### src/rtl/acq_trigger_scheduler.sv
// Acquisition sequencer for the waveform recorder: pretrigger fill, circular armed recording,
// first-edge trigger capture, post-trigger recording, then stop with trigger address/source.
module acq_trigger_scheduler #(
   parameter int ADDR_WIDTH   = 14,
   parameter int SOURCE_COUNT = 4
) (
   input  logic                    sysClk,
   input  logic                    sysReset,
   input  logic                    sysArm,
   input  logic                    sysAbort,
   input  logic [SOURCE_COUNT-1:0] sysTriggerEnables,
   input  logic [SOURCE_COUNT-1:0] sysTriggers,
   input  logic [ADDR_WIDTH-1:0]   sysPretrigger,
   input  logic [ADDR_WIDTH-1:0]   sysAcqLength,
   input  logic                    sampleValid,
   output logic                    wrEnable,
   output logic [ADDR_WIDTH-1:0]   wrAddress,
   output logic [ADDR_WIDTH-1:0]   triggerAddress,
   output logic [SOURCE_COUNT-1:0] triggerSource,
   output logic                    busy,
   output logic                    done,
   output logic                    donePulse,
   output logic [2:0]              debugState
);

   typedef enum logic [2:0] {
      IDLE  = 3'd0,
      FILL  = 3'd1,
      ARMED = 3'd2,
      POST  = 3'd3,
      DONE  = 3'd4
   } state_t;

   localparam logic [ADDR_WIDTH-1:0] ADDR_ONE = {{(ADDR_WIDTH-1){1'b0}}, 1'b1};

   state_t                  state;
   logic [SOURCE_COUNT-1:0] history;
   logic [SOURCE_COUNT-1:0] events;
   logic [SOURCE_COUNT-1:0] winner;
   logic [ADDR_WIDTH-1:0]   wrPtr;
   logic [ADDR_WIDTH-1:0]   preCount;
   logic [ADDR_WIDTH-1:0]   postLength;
   logic [ADDR_WIDTH-1:0]   postCount;
   logic                    triggerPending;
   logic [ADDR_WIDTH:0]     lengthDiff;
   logic [ADDR_WIDTH-1:0]   postInit;
   logic                    writeNow;

   assign events = sysTriggers & ~history & sysTriggerEnables;

   // Scan from the top so the lowest-index event overwrites the others.
   always_comb begin
      winner = '0;
      for (int i = SOURCE_COUNT - 1; i >= 0; i--) begin
         if (events[i]) begin
            winner    = '0;
            winner[i] = 1'b1;
         end
      end
   end

   // A pretrigger at or beyond the length still records the trigger sample itself.
   assign lengthDiff = {1'b0, sysAcqLength} - {1'b0, sysPretrigger};
   assign postInit   = (lengthDiff[ADDR_WIDTH] || (lengthDiff == '0)) ? ADDR_ONE
                                                                      : lengthDiff[ADDR_WIDTH-1:0];

   assign writeNow = sampleValid && !sysAbort &&
                     ((state == FILL) || (state == ARMED) ||
                      ((state == POST) && (postCount != '0)));

   assign busy       = (state == FILL) || (state == ARMED) || (state == POST);
   assign debugState = state;

   always_ff @(posedge sysClk or posedge sysReset) begin
      if (sysReset) begin
         state          <= IDLE;
         history        <= '1;
         wrPtr          <= '0;
         preCount       <= '0;
         postLength     <= '0;
         postCount      <= '0;
         triggerPending <= 1'b0;
         wrEnable       <= 1'b0;
         wrAddress      <= '0;
         triggerAddress <= '0;
         triggerSource  <= '0;
         done           <= 1'b0;
         donePulse      <= 1'b0;
      end else begin
         history   <= sysTriggers;
         wrEnable  <= 1'b0;
         donePulse <= 1'b0;

         if (writeNow) begin
            wrEnable  <= 1'b1;
            wrAddress <= wrPtr;
            wrPtr     <= wrPtr + 1'b1;
         end

         if (sysAbort) begin
            state <= IDLE;
            done  <= 1'b0;
         end else begin
            case (state)
               IDLE, DONE: begin
                  if (sysArm) begin
                     preCount       <= sysPretrigger;
                     postLength     <= postInit;
                     wrPtr          <= '0;
                     wrAddress      <= '0;
                     triggerAddress <= '0;
                     triggerSource  <= '0;
                     triggerPending <= 1'b0;
                     done           <= 1'b0;
                     state          <= (sysPretrigger == '0) ? ARMED : FILL;
                  end
               end
               FILL: begin
                  if (sampleValid) begin
                     preCount <= preCount - 1'b1;
                     if (preCount == ADDR_ONE) state <= ARMED;
                  end
               end
               ARMED: begin
                  if (events != '0) begin
                     triggerSource <= winner;
                     state         <= POST;
                     if (sampleValid) begin
                        triggerAddress <= wrPtr;
                        postCount      <= postLength - 1'b1;
                        triggerPending <= 1'b0;
                     end else begin
                        postCount      <= postLength;
                        triggerPending <= 1'b1;
                     end
                  end
               end
               POST: begin
                  // One idle cycle after the last post write lines donePulse up with wrEnable+1.
                  if (postCount == '0) begin
                     state     <= DONE;
                     done      <= 1'b1;
                     donePulse <= 1'b1;
                  end else if (sampleValid) begin
                     postCount <= postCount - 1'b1;
                     if (triggerPending) begin
                        triggerAddress <= wrPtr;
                        triggerPending <= 1'b0;
                     end
                  end
               end
               default: state <= IDLE;
            endcase
         end
      end
   end

endmodule

### config.mk
export PLATFORM = sky130hd
export DESIGN_NAME = acq_trigger_scheduler
export DESIGN_NICKNAME = d
export VERILOG_FILES = /design/src/rtl/acq_trigger_scheduler.sv
export SDC_FILE = /design/constraint.sdc
export NUM_CORES = 1
export LEC_CHECK = 0
export BUFFER_PORTS_ARGS = -buffer_cell sky130_fd_sc_hd__buf_2
export CORE_ASPECT_RATIO = 1.25
export CORE_MARGIN = 1
export CORE_UTILIZATION = 52
export DETAILED_ROUTE_END_ITERATION = 16
export GPL_TIMING_DRIVEN = 1
export HOLD_SLACK_MARGIN = 0.1
export PLACE_DENSITY_LB_ADDON = 0.12
export REMOVE_ABC_BUFFERS = 1
export SLEW_MARGIN = 20
export SYNTH_ARGS = -nofsm -noshare
export SYNTH_HDL_FRONTEND = slang
export SYNTH_SLANG_ARGS = --single-unit
### constraint.sdc
create_clock -name sysClk -period 2.75 [get_ports sysClk]
set_input_delay 0.4125 -clock sysClk [delete_from_list [all_inputs] [get_ports sysClk]]
set_output_delay 0.4125 -clock sysClk [all_outputs]
set_load 0.02 [all_outputs]
==> metrics.md, run 1 <==
| Metric | Value |
|---|---|
| Final total power | `5.39 mW` |
| Die H | `120 um` |
| Max Freq | `420 MHz` |
| Post-CTS Setup Bufs | `0` |
| Synth Area in Adders | `0.0467` |
| Synthesized instance count | `686` |
| WP data arrival | `2600 ps` |
| Non-filler instance count after layout | `905` |
| CTS root buf | `clkbuf_16` |
| CTS tree | `done` |
| Main combinational cell family by area after synthesis | `simple AND/OR/NAND/NOR gates` |
| Seq/Total Area, Yosys | `0.429` |
| GPL Wtd Cong | `0.889` |
| Worst vdd rail ir drop | `0.465 mV` |
| DR WL/cell | `16.0 um` |
| Ys flop type | `dfrtp_1` |
| Area delta synth->final | `15.4%` |
| Final setup margin | `371 ps` |
| Worst EP required | `2970 ps` |
| Clk_skew | `9.28 ps` |
| Crit end category | `flop` |
| R2r worst-path depth | `7` |
| Final setup fails | `0` |
| Crit Path Max Fanout | `8` |
| Largest net degree at the start of global routing | `66` |
| Leading area contributor after synthesis | `dfrtp_1` |
| Hold Fails Final Rpt | `0` |
| Fillers | `967` |
| Hold buffers post-CTS | `0` |
| Tot GR Track Use | `0.268` |
| Min-delay worst type | `primary input to flop` |
| NumNets Final | `830` |
| Post-synthesis mux area share | `0.00173` |
| Status | `finished clean` |
| # port buffers | `79` |
| Reg-to-Reg End | `wrPtr[8]$_DFF_PP0_` |
| Starting Density | `0.540` |
| Worst Setup EP | `wrPtr[8]$_DFF_PP0_` |
| IO Pins | `80` |
| Post-synth EDFFs | `0` |
| Clk buf depth | `2` |
| Place WS | `108 ps` |
| Grt ovf | `0` |
| Worst slew pin tran | `826 ps` |
| N_diodes | `0` |
| Reg-to-reg slack, setup | `370 ps` |
| RSZ-0062 raised after global routing | `false` |
| Crit-path cells | `or4_4 > nor2_4 > nand4_1 > o2111ai_1 > nand2b_1 > xor2_1 > nor2_1` |
| TritonRoute pass-1 iters | `5` |
| Synth Area in XOR/XNOR | `0.0469` |
| Post-synthesis simple-gate area fraction | `0.226` |
| Number of global-route vias before repair | `5,119` |
| Post-Route WL | `14,500 um` |
| Placed insts | `889` |
| Post-route ant nets | `0` |
| Iteration-0 DRC Markers | `256` |
| Die width | `96.3 um` |
| Detailed Place HPWL | `11,000 um` |
| Initial antenna violation count | `0` |
| Post-synth ARST share | `1.00` |
| Share of cells above drive strength 1 | `0.173` |
| Reg2Reg Launch Point | `postCount[4]$_DFFE_PP0P_` |
| Mean Syn Cell Area | `8.43 um^2` |
| Tcrit/Tclk final | `0.865` |
| Register Area | `2480 um^2` |
| CP peak stage delay | `540 ps` |
| Total of max-cap violations | `0` |
| CP max stage cell | `or4_4` |
| Mapped Area | `5780 um^2` |
| Drc violations | `0` |
| Worst-Skew Late Latency | `350 ps` |
| Synth unique cells | `68` |
| Area contributors post-synth | `dfrtp_1 (41%), nand2_1 (7.0%), o21ai_0 (5.0%)` |
| Vias per Instance | `5.90` |
| Post-synthesis sequential element count | `99` |
| Final core utilization | `0.623` |
| Commonest cells after routing, fill and taps aside | `nand2_1 (108), dfrtp_1 (95), buf_2 (79)` |
| Fin Setup TNS | `0 ps` |
| CP Launch Type | `flop` |
| Multi-input logic area | `3040 um^2` |
| H-Tree Depth | `3` |
| Worst-path clk slew | `70 ps` |
| Share of the synthesized area in the top cell type | `0.411` |
| Clock sink count | `99` |
| CTS resizes | `0` |
| Leakage | `3.08 nW` |
| Via count | `5,339` |
| Synth warn | `0` |
| Worst rel slew slack | `0.449` |
| Power per Cell Area | `807 nW/um^2` |
| Minimum clock period after layout | `2380 ps` |
| Core area | `10,700 um^2` |
| FP Rows | `42` |
| Commonest non-fill, non-tap cell in the layout | `nand2_1` |
| Crit Path Class | `flop to flop` |
| Die ar. | `11,600 um^2` |
| First-pass GRT wire length | `24,000 um` |
| Total CTS buffers | `9` |
| Max-slew violations | `0` |
| Crit path from | `postCount[4]$_DFFE_PP0P_` |
| Compound-cell area share of the yosys netlist | `0.203` |
[worst min path at each step]
stage                                   start                        endpoint  slack [ps]  cells after the start
6_report                       sysTriggers[3]            history[3]$_DFF_PP1_         160                      1
5_1_grt                        sysTriggers[3]            history[3]$_DFF_PP1_         150                      1
4_1_cts                        sysTriggers[3]            history[3]$_DFF_PP1_         150                      1
3_5_place_dp    triggerAddress[8]$_DFFE_PP0P_   triggerAddress[8]$_DFFE_PP0P_         460                      2
3_3_place_gp   triggerAddress[11]$_DFFE_PP0P_  triggerAddress[11]$_DFFE_PP0P_         460                      2
2_1_floorplan                  sysTriggers[0]            history[0]$_DFF_PP1_         420                      0
[cell usage after synthesis, drive strengths merged, types with 5 or more instances]
master and number:
nand2 108, dfrtp 95, nor2 70, o21ai 65, a21oi 57, inv 32, nor3 26, clkbuf 22
ha 20, xnor2 16, nand3 15, xor2 15, nor4 14, nand4 9, buf 8, nand2b 8
o22ai 7, o31ai 7, nor2b 6, o21a 6, a22o 5, a22oi 5, o2111ai 5, or3 5
[per-layer routing]
layer	routed length, um	global-route usage	up-vias	share of wire
li1	-	-	2592	-
met1	5970	0.312	2549	0.41
met2	7350	0.459	152	0.51
met3	516	0.0317	46	0.036
met4	678	0.169	0	0.047
met5	0	0	-	0
[registers in the layout, summed over array words and instances (netlist names), 4 cells and up]
register and flops:
wrPtr 14, postCount 14, triggerAddress 14, preCount 14, history 4, wrAddress 14
triggerSource 4, postLength 14
[cells by family after synthesis]
group / Yosys count
XOR/XNOR: 31
AO/OA/AOI/OAI: 190
adder cells (fa/ha/maj): 21
buffers and inverters: 62
AND/OR/NAND/NOR: 282
multiplexers: 1
flip-flops: 99
[power by group]
part | internal, mW | leakage [nW] | switching (mW) | total, mW
combinational | 0.748 | 1.63 | 1.20 | 1.95
sequential | 1.78 | 1.30 | 0.348 | 2.12
clock | 0.723 | 0.150 | 0.590 | 1.31
total | 3.25 | 3.08 | 2.14 | 5.39
[metrics by stage]
step,hold WS [ps],area (um^2)
2_1_floorplan,417,5640
3_3_place_gp,458,6370
3_5_place_dp,465,6370
4_1_cts,152,6680
5_1_grt,153,6680
6_report,161,6680
[layout make-up]
class / count / share of cell area
Multi-Input combinational cell: 525 / 0.455
Sequential cell: 99 / 0.372
Timing Repair Buffer: 101 / 0.0839
Clock buffer: 9 / 0.0337
Tap cell: 132 / 0.0247
Inverter: 32 / 0.0184
Clock inverter: 7 / 0.0129
[critical path: cells and delay by family, from the launching register on]
kind / cells / cell delay [ps]
simple gates: 5 / 1140
flops: 1 / 450
xor+xnor: 1 / 160
compound gates: 1 / 500
(Power assumes the default switching activity.)
==> run 2: changes to the inputs <==
PLACE_DENSITY_LB_ADDON = 0.08   (was 0.12)
==> metrics.md, run 2 (same netlist as run 1, synthesis figures left out) <==
| Metric | Value |
|---|---|
| Worst-Skew Late Latency | `350 ps (about the same)` |
| Post-CTS Setup Bufs | `0 (unchanged)` |
| Total CTS buffers | `9 (unchanged)` |
| Fillers | `952 (-1.6%)` |
| H-Tree Depth | `3 (unchanged)` |
| Tcrit/Tclk final | `0.866 (+0.00112)` |
| Number of global-route vias before repair | `5,034 (-1.7%)` |
| Starting Density | `0.540 (unchanged)` |
| CTS resizes | `0 (unchanged)` |
| Switching part of the total | `0.385 (-0.0124)` |
| Via count | `5,254 (-1.6%)` |
| Post-Place Cell Area | `6360 um^2 (about the same)` |
| Min-delay worst type | `primary input to flop` |
| Initial antenna violation count | `0 (unchanged)` |
| Final instance area | `6700 um^2 (+0.28%)` |
| Hold buffers post-CTS | `0 (unchanged)` |
| Comb pwr share | `0.354 (-0.008)` |
| Clock Power Share | `0.256 (+0.012)` |
| Worst-path clk slew | `70 ps (about the same)` |
| Crit end category | `flop` |
| Status | `finished clean` |
| Share of cells above drive strength 1 | `0.171 (-0.00214)` |
| Final core utilization | `0.625 (+0.00175)` |
| Tot GR Track Use | `0.268 (-0.000688)` |
| Grt ovf | `0 (unchanged)` |
| Max-slew violations | `0 (unchanged)` |
| Iteration-0 DRC Markers | `220 (-14%)` |
| Register Area | `2480 um^2 (unchanged)` |
| Final total power | `5.47 mW (+1.5%)` |
| Max Freq | `420 MHz (-0.13%)` |
| Clk buf depth | `2 (unchanged)` |
| Int Power | `3.36 mW (+3.5%)` |
| Clock sink count | `99 (unchanged)` |
| Core area | `10,700 um^2 (unchanged)` |
| Clk_skew | `6.70 ps (-2.58 ps)` |
| NumNets Final | `828 (-0.24%)` |
| Worst vdd rail ir drop | `0.360 mV (-23%)` |
| First-pass GRT wire length | `24,000 um (-0.12%)` |
| Crit Path Class | `flop to flop` |
| # port buffers | `79 (unchanged)` |
| N_diodes | `0 (unchanged)` |
| Crit Path Max Fanout | `8 (unchanged)` |
| Seq pwr share | `0.390 (-0.004)` |
| GPL Wtd Cong | `0.856 (-3.7%)` |
| Die ar. | `11,600 um^2 (unchanged)` |
| DR WL/cell | `15.7 um (-2.3%)` |
| Vias per Instance | `5.82 (-1.4%)` |
| RSZ-0062 raised after global routing | `false` |
| Commonest cells after routing, fill and taps aside | `nand2_1 (108), dfrtp_1 (95), buf_2 (79)` |
| CTS tree | `done` |
| FP Rows | `42 (unchanged)` |
| Power per Cell Area | `816 nW/um^2 (+1.2%)` |
| Die width | `96.3 um (unchanged)` |
| Drc violations | `0 (unchanged)` |
| Minimum clock period after layout | `2380 ps (+3.09 ps)` |
| Multi-input logic area | `3040 um^2 (unchanged)` |
| Total of max-cap violations | `0 (unchanged)` |
| Die H | `120 um (unchanged)` |
| Reg-to-reg slack, setup | `370 ps (about the same)` |
| CTS root buf | `clkbuf_16` |
| Area delta synth->final | `15.8%` |
| Post-Route WL | `14,200 um (-2.5%)` |
| Post-route ant nets | `0 (unchanged)` |
| Worst rel slew slack | `0.465 (+0.0160)` |
| Commonest non-fill, non-tap cell in the layout | `nand2_1` |
| Worst EP required | `2970 ps (about the same)` |
| Psw | `2.10 mW (-1.7%)` |
| Largest net degree at the start of global routing | `65 (-1.5%)` |
| Worst slew pin tran | `802 ps (-23.9 ps)` |
| WP data arrival | `2600 ps (about the same)` |
| IO Pins | `80 (unchanged)` |
| CP Launch Type | `flop` |
| TritonRoute pass-1 iters | `5 (unchanged)` |
| Detailed Place HPWL | `10,600 um (-3.0%)` |
| Hold Fails Final Rpt | `0 (unchanged)` |
| Final setup fails | `0 (unchanged)` |
| Leakage | `3.09 nW (+0.15%)` |
[run 2: changes by cell type in the layout (fill, tap and decap cells not counted)]
cell	previous run	this run
buf_12	0	1
buf_4	22	19
bufinv_16	1	2
clkbuf_8	0	1
clkinv_4	3	0
inv_6	0	3
inv_8	2	0
[run 2: worst paths after layout]
| check | from | end | cells after the start |
|---|---|---|---|
| min reg2reg | triggerAddress[5]$_DFFE_PP0P_ | triggerAddress[5]$_DFFE_PP0P_ | 2 |
| max | postCount[4]$_DFFE_PP0P_ | wrPtr[6]$_DFF_PP0_ | 7 |
| min | sysTriggers[0] | history[0]$_DFF_PP1_ | 1 |
| max reg2reg | postCount[4]$_DFFE_PP0P_ | wrPtr[6]$_DFF_PP0_ | 7 |
| min in group asynchronous | sysReset | triggerSource[2]$_DFFE_PP0P_ | 2 |
| max in group asynchronous | sysReset | postCount[11]$_DFFE_PP0P_ | 3 |
[run 2: critical path, stage by stage (launching register included)]
cell and delay [ps]:
dfrtp_1 450, or4_4 530, nor2_4 150, nand4_1 240, o2111ai_1 460, nand2b_1 180
xor2_1 170, nor2_1 60
[run 2: layer usage]
metal  routed length [um]  part of all wire  vias to the layer above  GRT usage
li1                     -                 -                     2591          -
met1                 5720              0.40                     2481      0.321
met2                 7500              0.53                      158      0.477
met3                  624             0.044                       24     0.0463
met4                  306             0.022                        0     0.0882
met5                    0                 0                        -          0
[run 2: power groups by stage]
stage	Clock (mW)	Combinational, mW	Sequential, mW
finish	1.40	1.93	2.13
global route	1.48	2.19	2.18
CTS	1.42	1.93	2.13
detailed placement	0	1.93	2.15
global placement	0	1.89	2.13
floorplan	0	1.30	2.10
[run 2: through the flow]
stage	TNS, ps	setup slack, ps	hold WS, ps	instances
floorplan	-23400	-246	417	656
global placement	0	223	455	887
detailed placement	0	173	465	887
CTS	0	389	161	903
global route	0	198	162	903
finish	0	367	170	903
[run 2: area by class of cell]
class | count | share of cell area
clock buffers | 10 | 0.0357
clock inverters | 6 | 0.0140
inverters | 32 | 0.0183
multi-input cells | 525 | 0.453
flip-flops and latches | 99 | 0.371
well taps | 132 | 0.0247
repair buffers | 99 | 0.0833
